<file path="config.mk">
export PLATFORM = sky130hd
export DESIGN_NAME = row_sum_acc
export DESIGN_NICKNAME = d
export VERILOG_FILES = /design/src/rtl/row_sum_acc.sv
export SDC_FILE = /design/constraint.sdc
export NUM_CORES = 1
export LEC_CHECK = 0
export CAP_MARGIN = 20
export CORE_MARGIN = 2
export CORE_UTILIZATION = 25
export CTS_CLUSTER_SIZE = 10
export DETAILED_ROUTE_END_ITERATION = 12
export DONT_BUFFER_PORTS = 1
export PLACE_DENSITY = 0.46
export SYNTH_ARGS = -nofsm -noshare
export SYNTH_HDL_FRONTEND = slang
export SYNTH_SLANG_ARGS = --single-unit
</file>
<file path="constraint.sdc">
create_clock -name clk -period 7.4 [get_ports clk]
set_input_delay 2.22 -clock clk [delete_from_list [all_inputs] [get_ports clk]]
set_output_delay 2.22 -clock clk [all_outputs]
set_load 0.01 [all_outputs]
</file>
<file path="src/rtl/row_sum_acc.sv">
// row_sum_acc: row partial-sum accumulator for the conv datapath.
// Accumulates one signed product per output column over PASSES = CHANNEL*KSIZE
// passes, then presents the completed row under a valid/ready handshake and
// clears for the next row.
//
// Ports:
//   clk        rising-edge clock
//   rstn       asynchronous active-low reset
//   clr        synchronous clear, drops the row in progress or a pending row
//   in_valid   input beat valid
//   in_ready   block can accept a beat (ACCUM state)
//   in_data    signed product for the current column
//   out_valid  completed row available (DRAIN state)
//   out_ready  consumer accepts the row
//   out_data   flattened row, column c at [c*ACC_WIDTH +: ACC_WIDTH]
//   col_cnt    column of the next accepted beat
//   pass_cnt   current pass index
//   pass_start high when col_cnt == 0
module row_sum_acc #(
  parameter int IN_WIDTH  = 32,
  parameter int ACC_WIDTH = 32,
  parameter int IN_SIZE   = 14,
  parameter int KSIZE     = 5,
  parameter int CHANNEL   = 6,
  parameter int SAT       = 0,
  localparam int OUT_COLS = IN_SIZE - KSIZE + 1,
  localparam int PASSES   = CHANNEL * KSIZE,
  localparam int CW       = (OUT_COLS > 1) ? $clog2(OUT_COLS) : 1,
  localparam int PW       = (PASSES > 1) ? $clog2(PASSES) : 1
) (
  input  logic                          clk,
  input  logic                          rstn,
  input  logic                          clr,
  input  logic                          in_valid,
  output logic                          in_ready,
  input  logic [IN_WIDTH-1:0]           in_data,
  output logic                          out_valid,
  input  logic                          out_ready,
  output logic [OUT_COLS*ACC_WIDTH-1:0] out_data,
  output logic [CW-1:0]                 col_cnt,
  output logic [PW-1:0]                 pass_cnt,
  output logic                          pass_start
);

  typedef enum logic {ACCUM, DRAIN} state_t;

  localparam logic [CW-1:0] COL_LAST  = CW'(OUT_COLS - 1);
  localparam logic [PW-1:0] PASS_LAST = PW'(PASSES - 1);

  state_t                      state;
  logic signed [ACC_WIDTH-1:0] acc [OUT_COLS];
  logic signed [ACC_WIDTH-1:0] cur;
  logic signed [ACC_WIDTH-1:0] nxt;
  logic signed [ACC_WIDTH:0]   sum;

  assign in_ready   = (state == ACCUM);
  assign out_valid  = (state == DRAIN);
  assign pass_start = (col_cnt == '0);

  for (genvar c = 0; c < OUT_COLS; c++) begin : g_out
    assign out_data[c*ACC_WIDTH +: ACC_WIDTH] = acc[c];
  end

  // Sum at ACC_WIDTH+1 bits; overflow shows as the top two bits disagreeing.
  always_comb begin
    cur = acc[col_cnt];
    sum = {cur[ACC_WIDTH-1], cur}
        + {{(ACC_WIDTH + 1 - IN_WIDTH){in_data[IN_WIDTH-1]}}, in_data};
    nxt = sum[ACC_WIDTH-1:0];
    if ((SAT != 0) && (sum[ACC_WIDTH] != sum[ACC_WIDTH-1])) begin
      nxt = sum[ACC_WIDTH] ? {1'b1, {(ACC_WIDTH-1){1'b0}}}
                           : {1'b0, {(ACC_WIDTH-1){1'b1}}};
    end
  end

  always_ff @(posedge clk or negedge rstn) begin
    if (!rstn) begin
      state    <= ACCUM;
      col_cnt  <= '0;
      pass_cnt <= '0;
      acc      <= '{default: '0};
    end else if (clr) begin
      state    <= ACCUM;
      col_cnt  <= '0;
      pass_cnt <= '0;
      acc      <= '{default: '0};
    end else if (state == ACCUM) begin
      if (in_valid) begin
        acc[col_cnt] <= nxt;
        if (col_cnt == COL_LAST) begin
          col_cnt <= '0;
          if (pass_cnt == PASS_LAST) begin
            pass_cnt <= '0;
            state    <= DRAIN;
          end else begin
            pass_cnt <= pass_cnt + PW'(1);
          end
        end else begin
          col_cnt <= col_cnt + CW'(1);
        end
      end
    end else if (out_ready) begin
      // Counters are already zero on entry to DRAIN.
      state <= ACCUM;
      acc   <= '{default: '0};
    end
  end

endmodule

</file>
==> results of run 1 <==
cell type report:
cell class | count | area, µm²
multi-input combinational | 951 | 7600
inverter | 9 | 33.8
clock inverter | 10 | 121
sequential | 330 | 8270
fill | 6491 | 45700
tap | 855 | 1070
clock buffer | 55 | 1130
antenna | 2 | 5.00
timing repair buffer | 25 | 200
worst max-delay path, cell delays in order, from the launching register on:
cell	delay, ns
dfrtp_4	0.68
buf_4	0.36
nor3_4	0.80
buf_4	0.44
a22oi_1	0.19
o21ai_0	0.14
ha_1	0.39
a21oi_1	0.38
o21ai_0	0.19
a31oi_1	0.17
nand2b_1	0.26
a21oi_1	0.28
mux2i_1	0.69
o21ai_0	0.21
synthesized netlist by cell type, types with 16 or more instances:
cell      count  area [µm²]
dfrtp_1     330        8260
a22o_1      220        1930
o21ai_0     150         751
nand2_1     142         533
clkbuf_1     80         300
mux4_2       64        1440
a21oi_1      49         245
a22oi_1      42         315
nor2_1       38         143
ha_1         33         413
mux2i_1      33         330
o21ai_1      25         125
nor3_1       17        85.1
buf_2        16        80.1
registers in the layout (all words and copies together), names as in the netlist:
register	cells
pass_cnt	5
out_valid	1
col_cnt	4
out_data	320
per-stage QoR:
stage	std cells	instance area [µm²]	total power, mW	hold slack (ns)
floorplan	1393	16100	2.58	0.530
global placement	2169	17100	2.94	0.554
detailed placement	2170	17200	2.94	0.562
CTS	2235	18400	4.91	0.575
global route	2237	18400	5.05	0.597
finish	2237	18400	4.86	0.570
how the worst max path moves through the flow:
| stage | end | slack (ns) | depth (start not counted) |
|---|---|---|---|
| 2_1_floorplan | out_data[126] | 2.98 | 10 |
| 3_3_place_gp | out_data[27] | 2.01 | 13 |
| 3_5_place_dp | out_data[153] | 2.03 | 12 |
| 4_1_cts | out_data[217] | 1.99 | 12 |
| 5_1_grt | out_data[27] | 1.64 | 13 |
| 6_report | out_data[219] | 2.02 | 13 |
power breakdown:
| group | switching [mW] | leakage [nW] | internal (mW) | total [mW] |
|---|---|---|---|---|
| registers | 0.117 | 4.57 | 1.87 | 1.98 |
| clock network | 0.815 | 0.611 | 1.13 | 1.95 |
| logic | 0.648 | 2.63 | 0.281 | 0.929 |
| total | 1.58 | 7.81 | 3.28 | 4.86 |
logic make-up after synthesis:
family / Yosys count
AOI/OAI and AO/OA: 532
adders and majority gates: 34
xor gates and xnor gates: 26
muxes: 99
DFF: 330
and+or+nand+nor: 260
buffers and inverters: 112
routing by layer:
metal / share of wire (%) / track usage, % / vias to the layer above
met3: 11 / 8.55 / 126
met1: 39 / 25.3 / 6714
li1: - / - / 5257
met4: 2.8 / 6.45 / 14
met2: 47 / 33.5 / 638
met5: 0.13 / 0 / -
==> results.cfg, run 1 <==
[run_status]
status = finished clean

[sta]
worstMarginPinSlew_ns = 1.18
tns_ns = 0
setup_viol = 0
period_needed_ns = 5.38
clock_skew_ns = 0.0309
max_slew_margin_pct = 21.3
final_max_slew_viol_count = 0
max_freq_mhz = 186
finalHoldViolations = 0
min_period_over_period_pct = 72.7
setup_ws_ns = 2.02
rsz0062_at_grt = no

[global_routing]
grt_usage_pct = 20.8
grt_pass1_vias = 12300
grt-ovfl-total = 0
grt_antenna_before_repair = 9
grt_pass1_wl_mm = 99.6
grt_max_degree = 331

[die]
pin_count = 369
start_util_pct = 25.2
coreArea_mm2 = 0.0641
die_area_mm2 = 0.0666
die_h_um = 258
fp-row-count = 93
die_x_um = 258

[layout]
syn2layout_area_growth_pct = 14.2
final_cell_mix = dfrtp_1, a22o_1, o21ai_0
nets = 1430
mostFrequentLayoutCell = dfrtp_1
finalCoreUtilization_pct = 28.7
drive_above_1_share_pct = 13.6

[clock_tree]
cts.hold.buffers_added = 0
postCtsResizedCells = 0
clock-sinks = 330
clk_latency_ns = 0.58
clockBufferDepth = 3
cts_tree = yes
path_clk_slew_ns = 0.06
cts_buffers = 42
root_buffer = clkbuf_16
htree_levels = 2
post-cts-setup-buffer-count = 0

[critical_path]
required_ns = 7.82
reg2reg_from = col_cnt[0]
criticalPathCategory = reg -> reg
cp-start-kind = flip-flop
worstRegToRegCells = 13
worstPathArrival_ns = 5.79
crit_start = col_cnt[0]
rr_endpoint = out_data[219]
end_kind = flip-flop
ff2ff_setup_slack_ns = 2.02
cp_max_fo = 25

[synthesis]
synthArstFlopShare_pct = 100
syn_area_per_cell_um2 = 11.6
synthesis.nets = 1464
syn_area_mm2 = 0.0161
synth_edf_count = 0
synth_top_family_by_area = compound AO/OA/AOI/OAI gates
synth-compound-area-share_pct = 23.3
synth_xor_area_share_pct = 1.69
synth_seq_cells = 330
ys.flop_type = dfrtp_1
synthAdderAreaFrac_pct = 2.68
syn_inst = 1393
synth_seq_area_share_pct = 51.2
synth_simple_gate_area_share_pct = 7.26
yosys_warnings = 0
synth_cell_types = 56
synthMuxAreaShare_pct = 11.1

[drt]
ant_nets = 0
wire_per_inst_um = 32.1
drt-vias-per-instance = 5.70
firstDrtPassIters = 5
vias = 12700
drcViolationCount = 0
drt_wl_total_mm = 71.8
drt_iter0_drc = 1260

[power]
p_per_area_mw_per_mm2 = 264
leakage_nw = 7.81
vdd_drop_max_v = 0.000138

[worst_hold_path]
whs_path_depth = 2
hold_end = out_data[87]
hold_start = out_data[87]
hold_class = reg -> reg

[job]
cap_violations = 0

[placed_design]
post-place-ws_ns = 2.03
place_hpwl_mm = 48.9
io_buffers = 0
place_congestion = 0.851
No activity file was read; power rests on OpenSTA's default activity.
==> run 2: changes to the inputs <==
--- a/config.mk
+++ b/config.mk
@@ -5,13 +5,14 @@
 export SDC_FILE = /design/constraint.sdc
 export NUM_CORES = 1
 export LEC_CHECK = 0
+export ABC_AREA = 1
 export CAP_MARGIN = 20
 export CORE_MARGIN = 2
 export CORE_UTILIZATION = 25
 export CTS_CLUSTER_SIZE = 10
 export DETAILED_ROUTE_END_ITERATION = 12
 export DONT_BUFFER_PORTS = 1
-export PLACE_DENSITY = 0.46
+export PLACE_DENSITY = 0.48
 export SYNTH_ARGS = -nofsm -noshare
 export SYNTH_HDL_FRONTEND = slang
 export SYNTH_SLANG_ARGS = --single-unit
==> constraint.sdc (replaced) <==
create_clock -name clk -period 4.4 [get_ports clk]
set_input_delay 1.32 -clock clk [delete_from_list [all_inputs] [get_ports clk]]
set_output_delay 1.32 -clock clk [all_outputs]
set_load 0.01 [all_outputs]
==> run 2 against run 1 <==
Sequential cell count did not move. Maximum frequency rose by 29%. Synthesized cell count rose by 50%. Highest routed layer is now met4. Clock-buffer cell count rose by 6. Utilization rose by 0.54 points. Sequential share of layout area fell by 2.2 points. Largest cell class unchanged. Synthesized area rose by 4.0%. First-iteration DRC count rose by 30%. Die area rose by 4.0%. Via count rose by 25%.
==> results.cfg, run 2 <==
[run_status]
status = finished clean

[sta]
setup_ws_ns = 0.232
setup_viol = 0
min_period_over_period_pct = 94.7
finalHoldViolations = 0
final_max_slew_viol_count = 0
worstMarginPinSlew_ns = 1.41
tns_ns = 0
max_slew_margin_pct = 6.29
whs_ns = 0.490
period_needed_ns = 4.17
rsz0062_at_grt = no
max_freq_mhz = 240
clock_skew_ns = 0.0486

[die]
start_util_pct = 25.4
pin_count = 369
coreArea_mm2 = 0.0661
die_area_mm2 = 0.0692
fp-row-count = 94
die_x_um = 263
die_h_um = 263

[global_routing]
grt_pass1_wl_mm = 118
grt_antenna_before_repair = 5
grt-ovfl-total = 0
grt_pass1_vias = 15400
grt_usage_pct = 23.1
grt_max_degree = 331

[drt]
drt_iter0_drc = 1643
drcViolationCount = 0
wire_per_inst_um = 27.5
drt-vias-per-instance = 5.30
drt_wl_total_mm = 82.5
ant_nets = 0
firstDrtPassIters = 7
vias = 15900

[synthesis]
ys.flop_type = dfrtp_1
yosys_warnings = 0
synth_seq_area_share_pct = 49.2
yosysTopAreaCell = dfrtp_1
synth_seq_cells = 330
syn_area_mm2 = 0.0168
yosys-top-cells-area = dfrtp_1, nand2_1, nand3_1
synthTopCellsByCount = nand2_1, dfrtp_1, inv_1
synth_top_area_share_pct = 49.2
synthesis.nets = 2158
synth_edf_count = 0
synth_cell_types = 39
synth.most_common_cell = nand2_1
synthArstFlopShare_pct = 100
syn_inst = 2087
syn_area_per_cell_um2 = 8.04

[clock_tree]
path_clk_slew_ns = 0.06
root_buffer = clkbuf_16
clockBufferDepth = 3
post-cts-setup-buffer-count = 0
cts_tree = yes
htree_levels = 2
clk_latency_ns = 0.59
clock-sinks = 330
cts_buffers = 43

[placed_design]
place_congestion = 0.932
place_hpwl_mm = 61.2
post-place-ws_ns = 0.220
place_area_mm2 = 0.0180
io_buffers = 0
dp.cells = 2924

[power]
switching_share_pct = 44.1
total_power_mw = 11.5
p_switching_mw = 5.06
clkPwrFrac_pct = 29.3
combPwrFrac_pct = 35.3
p_seq_share_pct = 35.4
leakage_nw = 9.31
vdd_drop_max_v = 0.000351
p_int_mw = 6.41
p_per_area_mw_per_mm2 = 593

[critical_path]
worstRegToRegCells = 16
crit_chain = inv_1 > nor2_1 > inv_2 > nor2_4 > buf_12 > a21oi_1 > nand2_1 > ha_1 > nand2_1 > inv_1 > nand2_1 > nor2_1 > nand3_1 > nand4_1 > nand3_1 > nand2_1
critical_path_buf_inv_count = 4
cp-start-kind = flip-flop
ff2ff_setup_slack_ns = 0.23
critical-path-slowest-cell = dfrtp_1
rr_endpoint = out_data[248]
crit_path_max_incr_delay_ns = 0.65
crit_top_cell = nand2_1
worstPathArrival_ns = 4.64
end_kind = flip-flop
crit_cells = 16
critPathTopFamily = simple AND/OR/NAND/NOR gates
required_ns = 4.87
criticalPathCategory = reg -> reg
cp_max_fo = 23
reg2reg_from = col_cnt[3]

[layout]
syn2layout_area_growth_pct = 15.3
final_cell_mix = nand2_1, dfrtp_1, inv_1
fin_cells = 3000
largest_reg_flops = 320
finalCoreUtilization_pct = 29.3
nets = 2176
mostFrequentLayoutCell = nand2_1
drive_above_1_share_pct = 8.03
final_area_mm2 = 0.0193
n_fill_cell = 7142

[worst_hold_path]
hold_class = in -> async

[job]
cap_violations = 0
## run 2: logic make-up after synthesis
logic type | count (synthesis) | share of synthesized area (%)
and+or+nand+nor | 884 | 22.2
AOI/OAI and AO/OA | 482 | 17.1
buffers and inverters | 343 | 8.12
DFF | 330 | 49.2
adders and majority gates | 34 | 2.58
xor gates and xnor gates | 14 | 0.731
## run 2: area by class of cell
class                           instances  area [µm²]  area share, %
Antenna cell                            6        15.0         0.0776
Clock buffer                           61        1230           6.38
Clock inverter                          9        85.1          0.440
Inverter                              259         977           5.05
Multi-Input combinational cell       1414        7170           37.1
Sequential cell                       330        8260           42.7
Tap cell                              864        1080           5.59
Timing Repair Buffer                   57         528           2.73
## run 2: worst max path at each step
stage	startpoint	to	slack (ns)
finish	col_cnt[3]	out_data[248]	0.23
global route	col_cnt[1]	out_data[92]	0.008
CTS	col_cnt[3]	out_data[281]	0.23
detailed placement	col_cnt[3]	out_data[249]	0.22
global placement	col_cnt[3]	out_data[281]	0.19
floorplan	col_cnt[0]	out_data[267]	1.19
## run 2: repair_timing
action / 4_1_cts / 5_1_grt
hold buffers: 0 / 0
gates resized for setup: 0 / 1
endpoints found under the setup margin: 0 / 10
## run 2: per-layer routing
| metal | vias up | share of wire [%] | wire (µm) | GRT usage, % |
|---|---|---|---|---|
| met5 | - | 0 | 0 | 0 |
| met2 | 790 | 46 | 38000 | 37.1 |
| met1 | 7930 | 39 | 32000 | 27.9 |
| met4 | 0 | 3.3 | 2720 | 7.54 |
| met3 | 142 | 12 | 9800 | 9.89 |
| li1 | 7027 | - | - | - |
## run 2: power by group through the flow
stage / Combinational (mW) / Clock [mW] / Sequential, mW
6_report: 4.05 / 3.36 / 4.06
5_1_grt: 4.34 / 3.53 / 4.09
4_1_cts: 3.99 / 3.41 / 4.05
3_5_place_dp: 3.97 / 0 / 4.11
3_3_place_gp: 3.97 / 0 / 4.10
2_1_floorplan: 2.33 / 0 / 3.84
==> run 3: changes to the inputs <==
--- a/config.mk
+++ b/config.mk
@@ -7,6 +7,7 @@
 export LEC_CHECK = 0
 export ABC_AREA = 1
 export CAP_MARGIN = 20
+export CORE_ASPECT_RATIO = 1.2
 export CORE_MARGIN = 2
 export CORE_UTILIZATION = 25
 export CTS_CLUSTER_SIZE = 10
==> run 3 against run 2 <==
Power is 0.54% lower. Sequential share of layout area is 0.073 points higher. Critical path type unchanged. Worst hold slack worse by 0.040 ns. Largest cell class unchanged. Combinational power is 2% higher. Maximum frequency is 1.8% lower.
==> results.cfg, run 3 (same netlist as run 2, synthesis figures left out) <==
[critical_path]
cp_max_fo = 14
cp-start-kind = flip-flop
worstRegToRegCells = 17
rr_endpoint = out_data[152]
criticalPathCategory = reg -> reg
ff2ff_setup_slack_ns = 0.16
crit_end = out_data[152]
required_ns = 4.84
reg2reg_from = col_cnt[0]
crit_start = col_cnt[0]
end_kind = flip-flop
worstPathArrival_ns = 4.69

[clock_tree]
cts.hold.buffers_added = 0
root_buffer = clkbuf_16
clk_latency_ns = 0.59
clockBufferDepth = 3
cts_tree = yes
htree_levels = 2
path_clk_slew_ns = 0.06
clock-sinks = 330
cts_buffers = 41

[drt]
drt_iter0_drc = 1631
ant_nets = 0
drt-vias-per-instance = 5.19
drcViolationCount = 0
vias = 15700
wire_per_inst_um = 27.9
firstDrtPassIters = 8
drt_wl_total_mm = 84.7

[sta]
tns_ns = 0
clock_skew_ns = 0.0448
period_needed_ns = 4.24
max_freq_mhz = 236
finalHoldViolations = 0
rsz0062_at_grt = no
max_slew_margin_pct = 21.8
setup_viol = 0
worstMarginPinSlew_ns = 1.17
final_max_slew_viol_count = 0
min_period_over_period_pct = 96.4

[power]
p_switching_mw = 5.11
total_power_mw = 11.4
p_int_mw = 6.29
clkPwrFrac_pct = 27.8
p_per_area_mw_per_mm2 = 590
combPwrFrac_pct = 36.3
p_seq_share_pct = 35.9
leakage_nw = 9.28
vdd_drop_max_v = 0.000348
switching_share_pct = 44.8

[layout]
syn2layout_area_growth_pct = 15.1
multi_input_area_mm2 = 0.00717
final_cell_mix = nand2_1, dfrtp_1, inv_1
n_fill_cell = 7197
mostFrequentLayoutCell = nand2_1
largest_reg_flops = 320
nets = 2184
seq_area_mm2 = 0.00826
drive_above_1_share_pct = 8.23

[job]
cap_violations = 0

[run_status]
status = finished clean

[global_routing]
grt_pass1_vias = 15200
grt_max_degree = 331
grt.met1_usage_pct = 26.4
grt_antenna_before_repair = 5
grt-ovfl-total = 0
grt_pass1_wl_mm = 117
grtUsageMet2_pct = 41.0
grt_most_used_layer = met2
use_met3_pct = 9.56
grt_usage_pct = 23.9

[die]
die_h_um = 288
coreArea_mm2 = 0.0668
die_x_um = 241
start_util_pct = 25.1
fp-row-count = 104
pin_count = 369
die_area_mm2 = 0.0692

[placed_design]
place_hpwl_mm = 63.6
place_congestion = 0.937
io_buffers = 0

[worst_hold_path]
hold_class = in -> async
==> run 3: cell count changes in the layout (fill, tap and decap cells not counted), moves of 2 or more <==
cell	previous run	this run
buf_4	49	60
clkbuf_16	44	41
diode_2	6	4
clkbuf_1	10	4
clkbuf_8	7	4
clkinv_2	6	3
==> run 3: how the worst min path moves through the flow <==
stage,from,to,slack [ns],cells past startpoint
after detailed placement,out_data[158],out_data[158],0.57,2
after CTS,rstn,out_data[109],0.42,0
after global routing,rstn,out_data[122],0.42,0
final,rstn,out_data[304],0.45,0
after floorplan,out_data[87],out_data[87],0.53,2
after global placement,out_data[25],out_data[25],0.55,2
==> run 3: layer usage <==
| metal | vias up | part of all wire (%) | routed length (µm) |
|---|---|---|---|
| li1 | 7040 | - | - |
| met2 | 690 | 50 | 42100 |
| met5 | - | 0 | 0 |
| met1 | 7881 | 35 | 29900 |
| met3 | 119 | 11 | 9670 |
| met4 | 0 | 3.6 | 3050 |
==> run 3: metrics by stage <==
step / cells / setup WS (ns) / instance area, µm² / utilization (%) / hold WS [ns]
2_1_floorplan: 2087 / 1.19 / 16800 / - / 0.532
3_3_place_gp: 2970 / -0.00553 / 18100 / 27.1 / 0.555
3_5_place_dp: 2970 / -0.0588 / 18100 / 27.1 / 0.566
4_1_cts: 3028 / 0.0412 / 19300 / 28.9 / 0.419
5_1_grt: 3032 / 0.0353 / 19300 / 28.9 / 0.423
6_report: 3032 / 0.158 / 19300 / 28.9 / 0.451
==> run 3: repair_timing <==
| action | 4_1_cts | 5_1_grt |
|---|---|---|
| resized for setup | 1 | 1 |
| buffers inserted | 1 | 0 |
| endpoints found under the setup margin | 10 | 20 |
| pin swaps | 1 | 0 |
==> run 3: critical path: stages (launching register included) <==
cell and delay [ns]:
dfrtp_2 0.49, inv_4 0.14, nor2_8 0.06, inv_2 0.29, buf_12 0.21, o22ai_1 0.08, o21ai_0 0.29, nand3_1 0.27
ha_1 0.48, nand2_1 0.10, inv_1 0.08, nand2_1 0.14, nor3_1 0.39, nand3_1 0.31, nand3_1 0.17, nand2_1 0.34
nand3_1 0.18, nand2_1 0.06
==> run 3: area by class of cell <==
class / count / area share, %
diodes: 4 / 0.0518
clock buffers: 49 / 5.67
clock inverters: 8 / 0.486
inverters: 259 / 5.06
multi-input cells: 1414 / 37.1
flip-flops and latches: 330 / 42.7
well taps: 901 / 5.84
repair buffers: 67 / 3.06
==> run 3: power by group through the flow <==
stage / sequential [mW] / combinational (mW) / clock (mW)
2_1_floorplan: 3.84 / 2.33 / 0
3_3_place_gp: 4.13 / 4.03 / 0
3_5_place_dp: 4.14 / 4.06 / 0
4_1_cts: 4.09 / 4.10 / 3.25
5_1_grt: 4.14 / 4.41 / 3.37
6_report: 4.09 / 4.14 / 3.18
